==> config.mk <==
export PLATFORM = sky130hd
export DESIGN_NAME = adc_sample_bank
export DESIGN_NICKNAME = d
export VERILOG_FILES = /design/src/rtl/adc_bank_pkg.sv /design/src/rtl/adc_tap_shift.sv /design/src/rtl/adc_sample_bank.sv
export SDC_FILE = /design/constraint.sdc
export NUM_CORES = 1
export LEC_CHECK = 0
export ABC_CLOCK_PERIOD_IN_PS = 6200
export CAP_MARGIN = 20
export CORE_ASPECT_RATIO = 0.8
export CORE_MARGIN = 5
export CORE_UTILIZATION = 31
export CTS_BUF_LIST = sky130_fd_sc_hd__clkbuf_4
export DETAILED_ROUTE_END_ITERATION = 8
export PLACE_DENSITY = 0.48
export SYNTH_ARGS = -nofsm -noshare
export SYNTH_HDL_FRONTEND = slang
export SYNTH_SLANG_ARGS = --single-unit
==> constraint.sdc <==
create_clock -name clk -period 6.2 [get_ports clk]
set_input_delay 1.24 -clock clk [delete_from_list [all_inputs] [get_ports clk]]
set_output_delay 1.24 -clock clk [all_outputs]
set_load 0.005 [all_outputs]
==> src/rtl/adc_bank_pkg.sv <==
// Shared types and default parameters for the ADC sample bank.
package adc_bank_pkg;

  typedef enum logic {
    MODE_CONT    = 1'b0,
    MODE_ONESHOT = 1'b1
  } bank_mode_e;

  localparam int DATA_W_DEF = 8;
  localparam int DEPTH_DEF  = 8;
  localparam int NTAPS_DEF  = 2;

endpackage

==> src/rtl/adc_tap_shift.sv <==
// NTAPS x DATA_W shift register feeding the newest-sample taps; slice 0 is newest.
// Clear and shift in the same cycle leaves only the incoming sample in slice 0.
module adc_tap_shift
  import adc_bank_pkg::*;
#(
  parameter int DATA_W = DATA_W_DEF,
  parameter int NTAPS  = NTAPS_DEF
) (
  input  logic                      clk,
  input  logic                      rst,
  input  logic                      clr,
  input  logic                      shift,
  input  logic [DATA_W-1:0]         din,
  output logic [NTAPS*DATA_W-1:0]   taps
);

  logic [NTAPS*DATA_W-1:0]     taps_r;
  logic [NTAPS*DATA_W-1:0]     taps_nxt_s;
  logic [(NTAPS+1)*DATA_W-1:0] ext_s;

  // next tap contents from clear / shift requests
  always_comb begin
    ext_s = {taps_r, din};
    if (clr && shift) begin
      taps_nxt_s = (NTAPS*DATA_W)'(din);
    end else if (clr) begin
      taps_nxt_s = '0;
    end else if (shift) begin
      taps_nxt_s = ext_s[NTAPS*DATA_W-1:0];
    end else begin
      taps_nxt_s = taps_r;
    end
  end

  // tap register
  always_ff @(posedge clk or posedge rst) begin
    if (rst) begin
      taps_r <= '0;
    end else begin
      taps_r <= taps_nxt_s;
    end
  end

  assign taps = taps_r;

endmodule

==> src/rtl/adc_sample_bank.sv <==
// DEPTH-entry circular ADC sample bank with newest-sample taps and a registered read port.
// Optional min/max tracking is enabled by defining ADC_BANK_MINMAX_EN.
module adc_sample_bank
  import adc_bank_pkg::*;
#(
  parameter int  DATA_W = DATA_W_DEF,
  parameter int  DEPTH  = DEPTH_DEF,
  parameter int  NTAPS  = NTAPS_DEF,
  localparam int AW     = $clog2(DEPTH)
) (
  input  logic                      clk,
  input  logic                      rst,
  input  logic [DATA_W-1:0]         adc_data,
  input  logic                      adc_valid,
  input  logic                      mode,
  input  logic                      arm,
  input  logic                      rd_en,
  input  logic [AW-1:0]             rd_addr,
  output logic [DATA_W-1:0]         rd_data,
  output logic                      rd_valid,
  output logic [NTAPS*DATA_W-1:0]   taps,
  output logic [AW:0]               count,
  output logic                      full,
  output logic                      overflow
`ifdef ADC_BANK_MINMAX_EN
  ,
  output logic [DATA_W-1:0]         min_val,
  output logic [DATA_W-1:0]         max_val
`endif
);

  localparam logic [AW:0]   DEPTH_C = (AW+1)'(DEPTH);
  localparam logic [AW-1:0] LAST_C  = AW'(DEPTH-1);

  logic [DATA_W-1:0] mem_r [DEPTH];
  logic [AW-1:0]     wr_ptr_r;
  logic [AW:0]       count_r;
  logic              full_r;
  logic              overflow_r;
  logic [DATA_W-1:0] rd_data_r;
  logic              rd_valid_r;

  bank_mode_e        mode_s;
  logic              wr_accept_s;
  logic [AW-1:0]     wr_addr_s;
  logic [AW-1:0]     wr_ptr_nxt_s;
  logic [AW:0]       count_nxt_s;
  logic              overflow_nxt_s;
  logic              rd_in_range_s;

  // write acceptance and next pointer/count/overflow; arm restarts at address 0
  always_comb begin
    mode_s         = bank_mode_e'(mode);
    wr_accept_s    = adc_valid && (arm || !((mode_s == MODE_ONESHOT) && full_r));
    wr_addr_s      = arm ? {AW{1'b0}} : wr_ptr_r;
    wr_ptr_nxt_s   = wr_ptr_r;
    count_nxt_s    = count_r;
    overflow_nxt_s = overflow_r;
    rd_in_range_s  = ({1'b0, rd_addr} < DEPTH_C);
    if (arm) begin
      overflow_nxt_s = 1'b0;
      if (wr_accept_s) begin
        wr_ptr_nxt_s = AW'(1);
        count_nxt_s  = (AW+1)'(1);
      end else begin
        wr_ptr_nxt_s = {AW{1'b0}};
        count_nxt_s  = {(AW+1){1'b0}};
      end
    end else if (wr_accept_s) begin
      wr_ptr_nxt_s   = (wr_ptr_r == LAST_C) ? {AW{1'b0}} : wr_ptr_r + AW'(1);
      count_nxt_s    = full_r ? count_r : count_r + (AW+1)'(1);
      // an accepted write while full can only happen in continuous mode
      overflow_nxt_s = overflow_r | full_r;
    end else begin
      wr_ptr_nxt_s   = wr_ptr_r;
    end
  end

  // pointer, occupancy and flag registers
  always_ff @(posedge clk or posedge rst) begin
    if (rst) begin
      wr_ptr_r   <= {AW{1'b0}};
      count_r    <= {(AW+1){1'b0}};
      full_r     <= 1'b0;
      overflow_r <= 1'b0;
    end else begin
      wr_ptr_r   <= wr_ptr_nxt_s;
      count_r    <= count_nxt_s;
      full_r     <= (count_nxt_s == DEPTH_C);
      overflow_r <= overflow_nxt_s;
    end
  end

  // sample storage, intentionally not reset
  always_ff @(posedge clk) begin
    if (wr_accept_s) begin
      mem_r[wr_addr_s] <= adc_data;
    end
  end

  // registered read port; same-cycle write is not forwarded, so old data is returned
  always_ff @(posedge clk or posedge rst) begin
    if (rst) begin
      rd_data_r  <= {DATA_W{1'b0}};
      rd_valid_r <= 1'b0;
    end else begin
      rd_valid_r <= rd_en;
      if (rd_en) begin
        rd_data_r <= rd_in_range_s ? mem_r[rd_addr] : {DATA_W{1'b0}};
      end
    end
  end

  adc_tap_shift #(
    .DATA_W (DATA_W),
    .NTAPS  (NTAPS)
  ) u_taps (
    .clk   (clk),
    .rst   (rst),
    .clr   (arm),
    .shift (wr_accept_s),
    .din   (adc_data),
    .taps  (taps)
  );

`ifdef ADC_BANK_MINMAX_EN
  logic [DATA_W-1:0] min_r;
  logic [DATA_W-1:0] max_r;

  // running extremes; the all-ones/zero start values make the first sample win both
  always_ff @(posedge clk or posedge rst) begin
    if (rst) begin
      min_r <= {DATA_W{1'b1}};
      max_r <= {DATA_W{1'b0}};
    end else if (arm) begin
      min_r <= wr_accept_s ? adc_data : {DATA_W{1'b1}};
      max_r <= wr_accept_s ? adc_data : {DATA_W{1'b0}};
    end else if (wr_accept_s) begin
      if (adc_data < min_r) begin
        min_r <= adc_data;
      end
      if (adc_data > max_r) begin
        max_r <= adc_data;
      end
    end
  end

  assign min_val = min_r;
  assign max_val = max_r;
`endif

  assign rd_data  = rd_data_r;
  assign rd_valid = rd_valid_r;
  assign count    = count_r;
  assign full     = full_r;
  assign overflow = overflow_r;

endmodule
# Word level (Yosys, flattened, before mapping)
# Memory sizes are Yosys's and may differ from the RTL's. A register that Yosys moved wholly into a read port is not among the register bits.
# Cells that the tools add are included.
[word_totals]
reg_bits = 26
latchBits = 0
mem_bits_rw = 64
romBits = 0
input_bits = 17
out_inout_bits = 31
wordCells = 35
n_memories = 1
[memory_table]
columns = ["memory", "words", "width", "rd", "rd_ports_with_merged_regs", "wr", "line", "source"]
rows = [
  ["mem_r", 8, 8, 1, 1, 1, "adc_sample_bank.sv:35", "logic [DATA_W-1:0] mem_r [DEPTH];"],
]
[classes]
addsub = 2
multipliers = 0
div = 0
magnitude_cmp = 0
eq_ne = 2
n_shift = 0
mux = 16
bitwise = 1
n_reduce_logical = 7
[op_table]
columns = ["op", "count"]
rows = [
  ["2-to-1 mux 16 bit", 3],
  ["2-to-1 mux 3 bit", 4],
  ["2-to-1 mux 4 bit", 3],
  ["2-to-1 mux 1 bit", 6],
  ["adder 4 x 1 -> 4 bit, second input constant", 1],
  ["equality test 4 bit, second input constant", 1],
  ["adder 3 x 1 -> 3 bit, second input constant", 1],
  ["equality test 3 bit, second input constant", 1],
  ["logical AND 1 bit", 3],
  ["nonzero test 3 bit", 1],
  ["nonzero test 2 bit", 1],
  ["logical NOT 1 bit", 1],
  ["logical OR 1 bit", 1],
  ["bitwise OR 1 bit", 1],
]

# Longest topological paths before layout
[logic_depth]
ltp_word = 7
mapped_depth = 6
depth_no_buf = 5

# By module
# Synthesis repeated with hierarchy kept, for this count alone.
[unflattened]
hier_cells = 281
hier_area_um2 = 3965.1
[by_module_without_submodules]
columns = ["mod", "n_inst", "cells_per_inst", "area_per_inst_um2", "seq_area_each_um2"]
rows = [
  ["adc_sample_bank", 1, 220, 3294.4, 2372.3],
  ["adc_tap_shift", 1, 61, 670.6, 400.4],
]

# Least setup slack after synthesis
# No wires, ideal clock.
[synth_path]
path_type = "input to register"
startpoint = "in adc_valid"
endpoint = "mem mem_r[1][0] (netlist name) (enable)"
arrival_ps = 2632
t_required_ps = 5805
path_slack_ps = 3174
cell_stages = 5
n_path_buf = 2
cell_sequence = "buf_4 > o21a_1 > buf_6 > nand2_1 > nor4_1"
[synth_between]
elab_chain_len = 3
[synth_rtl]
columns = ["element", "line", "source"]
rows = [
  ["start: declaration", "adc_sample_bank.sv:14", "input logic adc_valid,"],
  ["logical AND 1 bit", "adc_sample_bank.sv:54", "wr_accept_s = adc_valid && (arm || !((mode_s == MODE_ONESHOT) && full_r));"],
  ["2-to-1 mux 1 bit", "adc_sample_bank.sv:96", "if (wr_accept_s) begin"],
  ["2-to-1 mux 1 bit (not written as such)", "adc_sample_bank.sv:97", "mem_r[wr_addr_s] <= adc_data;"],
  ["end: declaration", "adc_sample_bank.sv:35", ""],
]
# No other way between the ends.

# Final worst setup path
[layout_path]
startpoint = "in arm"
endpoint = "mem mem_r[5][7] (netlist name) (enable)"
[layout_between]
elab_chain_len = 4
word_cells_on_any_way = 5
classes_between = "3 x mux; 2 x reduce/logical"
[layout_rtl]
columns = ["element", "line", "source"]
rows = [
  ["start: declaration", "adc_sample_bank.sv:16", "input logic arm,"],
  ["logical OR 1 bit", "adc_sample_bank.sv:54", ""],
  ["logical AND 1 bit", "adc_sample_bank.sv:54", ""],
  ["2-to-1 mux 1 bit", "adc_sample_bank.sv:96", ""],
  ["2-to-1 mux 1 bit (not written as such)", "adc_sample_bank.sv:97", ""],
]
# Parallel ways exist; a longest one is shown, timed or not.

==> summary.md <==
| Metric | Value |
|---|---|
| Async SR Flop Fraction | 34.7% |
| Crit path max-delay family | simple AND/OR/NAND/NOR gates |
| HPWL after DPL | 5910 um |
| RSZ-0062 raised after global routing | false |
| Slew margin rel. | 35.0% |
| Top_reg_cell synth | edfxtp_1 |
| R2R cell count | 4 |
| Drc violations | 0 |
| Crit Reg-Reg Endpoint | mem_r[5][7]$_DFFE_PP_ |
| Area contributors post-synth | edfxtp_1 48%, dfrtp_1 21%, mux2i_1 9.0% |
| Final setup viols | 0 |
| Leakage | 1.81 nW |
| Crit path cell chain | clkdlybuf4s50_1 > buf_4 > o21a_1 > nand2_1 > nor2_1 |
| Chip Height | 112 um |
| GRT Total Usage | around an eighth |
| Cts hold-fix bufs | 0 |
| Final Util | 37.3% |
| Final Skew | 18.0 ps |
| CTS H-Tree Depth | 3 |
| Stages on worst setup path | 5 |
| Die area | 15300 um2 |
| Synth Instances | 295 |
| Period utilisation layout | 56.1% |
| Hold/Removal Path Class | reg -> reg |
| Clk pin slew, worst setup/hold paths | 140 ps |
| Worst skew pair latency | between 400 and 500 ps |
| First drt pass iteration count | 6 |
| Sequential area share after synthesis | roughly 69% |
| Syn_area_per_cell | 13.6 um2 |
| CTS tree | built |
| CP Capture Point | mem_r[5][7]$_DFFE_PP_ |
| Die Wd | 137 um |
| Slowest CP cell | o21a_1 |
| Initial Utilization | 31.3% |
| Syn Nets | 315 |
| GRT Residual Overflow | 0 |
| Cts repair resizes | 0 |
| M3 GR Usage | 3.30% |
| M2 GR Usage | 17.4% |
| Placed cell area | around 4600 um2 |
| Final instance area | between 4000 and 5000 um2 |
| Core ar. | 12800 um2 |
| Synthesized area | approximately 4000 um2 |
| Sink Count | 98 |
| Sum Neg Setup Slack | 0 ps |
| Power per cell area | 249 nW/um2 |
| Synth top cells by count | 64 x edfxtp_1, 36 x mux2i_1, 36 x nand2_1 |
| WL final | 8920 um |
| Cell Rows | 37 |
| FF-to-FF setup slack | 3760 ps |
| Clock buffer depth | 2 |
| Fmax | 288 MHz |
| Postcts setup bufs | 0 |
| VDD IR max | 0.0000827 V |
| Number of synthesized flops with an enable pin | 64 |
| Min Clock Period, post-route | ~3500 ps |
| # port buffers | 47 |
| Synth warn | 0 |
| Yosys top cell area share | 48.0% |
| Most common cell in the netlist | edfxtp_1 |
| WL/cell | roughly 17 um |
| Layout net count | 363 |
| Most used routing layer | met1 |
| Cell accounting for the most synthesized area | edfxtp_1 |
| Reg2Reg Launch Point | full$_DFF_PP0_ |
| Max-slew violations | 0 |
| Final Hold Violating Endpoints | 0 |
| Total I/O pin count | 48 |
| Status | finished, final reports clean |
| Startpoint Class | input port |
| Initial antenna violation count | 1 |
| Worst Max-Slew Pin Slew | 975 ps |
| Number of buffers created by CTS | 9 |
| DR vias/cell | 4.58 |
| Crit end category | flop |
| Vias in the first global route | 2327 |
| Met1 Usage GRT | 18.0% |
| Worst setup path start | arm |
| Root Driver | clkbuf_4 |
| Share of cells above drive strength 1 | 6.61% |
| DRT iter0 DRCs | 90 |
| Area growth from synthesis to final layout | 19.1% |
| Max-cap check violation count | 0 |
| Critical path fanouts, max | 38 |
| Vias | 2402 |
| Final ANT Viol Nets | 0 |
| Largest net degree at the start of global routing | 39 |
| CP max stage delay | 690 ps |
| Req. time, crit path | 6280 ps |
| GP Congestion | 0.761 |
| Critical path class | in -> reg |
| Cell variety after synth | 31 |
| Crit path DAT | 3560 ps |
| Yosys reg bits | 98 |
| Global-route wire length before repair | 13800 um |
| Worst path bufs/invs | 2 |
-- registers in the layout, summed over array words and instances, names as in the netlist --
| register | count |
|---|---|
| count | 4 |
| overflow | 1 |
| mem_r | 64 |
| rd_valid | 1 |
| rd_data | 8 |
| wr_ptr_r | 3 |
| full | 1 |
| u_taps.taps | 16 |
-- power by group --
| part | switching (W) | internal, W | leakage (nW) |
|---|---|---|---|
| logic | 0.0000665 | 0.0000594 | 0.722 |
| registers | 0.0000161 | 0.000722 | 1.02 |
| clock network | 0.000198 | 0.000125 | 0.0691 |
| total | 0.000281 | 0.000906 | 1.81 |
-- logic make-up (layout without fill, tap and decap cells) --
family                     count (synthesis)  in the layout  synth area share (%)
adders and majority gates                  3              3                 0.938
AOI/OAI and AO/OA                         47             47                  7.56
muxes                                     36             36                  9.00
buffers and inverters                     26             79                  3.31
and+or+nand+nor                           82             82                  9.28
DFF                                       98             98                  69.3
xor gates and xnor gates                   3              3                 0.656
other                                      0              1                     0
-- cell usage in the layout (no fill, tap or decap), drive strengths merged, types with 10 or more instances in the layout --
cell,instances
edfxtp,64
clkdlybuf4s50,46
nand2,37
mux2i,36
dfrtp,34
a22oi,16
o21ai,16
nor2,15
a21oi,11
nand3,11
clkbuf,11
inv,10
-- metal layers --
metal | vias to the layer above | wire length, um | part of all wire, %
li1 | 1160 | - | -
met1 | 1178 | 4310 | 48
met2 | 57 | 4050 | 45
met3 | 7 | 443 | 5.0
met4 | 0 | 107 | 1.2
met5 | - | 0 | 0
-- worst reg2reg max path, delay by kind of cell (launching register included) --
family          cells  cell delay (ps)
flops               1              500
simple gates        3              980
compound gates      1              610
-- cell type report --
| cell class | instances | area [um2] |
|---|---|---|
| tap | 175 | 219 |
| sequential | 98 | 2770 |
| inverter | 10 | 37.5 |
| clock inverter | 6 | 57.6 |
| clock buffer | 10 | 75.1 |
| fill | 1257 | 8010 |
| timing repair buffer | 53 | 505 |
| multi-input combinational | 171 | 1100 |
| antenna | 1 | 2.50 |
-- worst min path at each step --
stage / cells after the start / slack, ps / to / startpoint
final: 2 / 520 / rd_data[3]$_DFFE_PP0P_ / rd_data[3]$_DFFE_PP0P_
after floorplan: 2 / 490 / overflow$_DFFE_PP0P_ / overflow$_DFFE_PP0P_
after global routing: 2 / 550 / rd_data[0]$_DFFE_PP0P_ / rd_data[0]$_DFFE_PP0P_
after CTS: 2 / 520 / rd_data[4]$_DFFE_PP0P_ / rd_data[4]$_DFFE_PP0P_
after global placement: 2 / 490 / overflow$_DFFE_PP0P_ / overflow$_DFFE_PP0P_
after detailed placement: 2 / 500 / overflow$_DFFE_PP0P_ / overflow$_DFFE_PP0P_
-- per-stage QoR --
step | std cells | power, W | setup slack, ps | hold WS, ps
after floorplan | 295 | 0.000813 | 3170 | 486
after global placement | 504 | 0.000881 | 2260 | 490
after detailed placement | 505 | 0.000881 | 2210 | 495
after CTS | 521 | 0.00121 | 2710 | 522
after global routing | 524 | 0.00125 | 2490 | 549
final | 524 | 0.00119 | 2720 | 518
(Power assumes the default switching activity.)
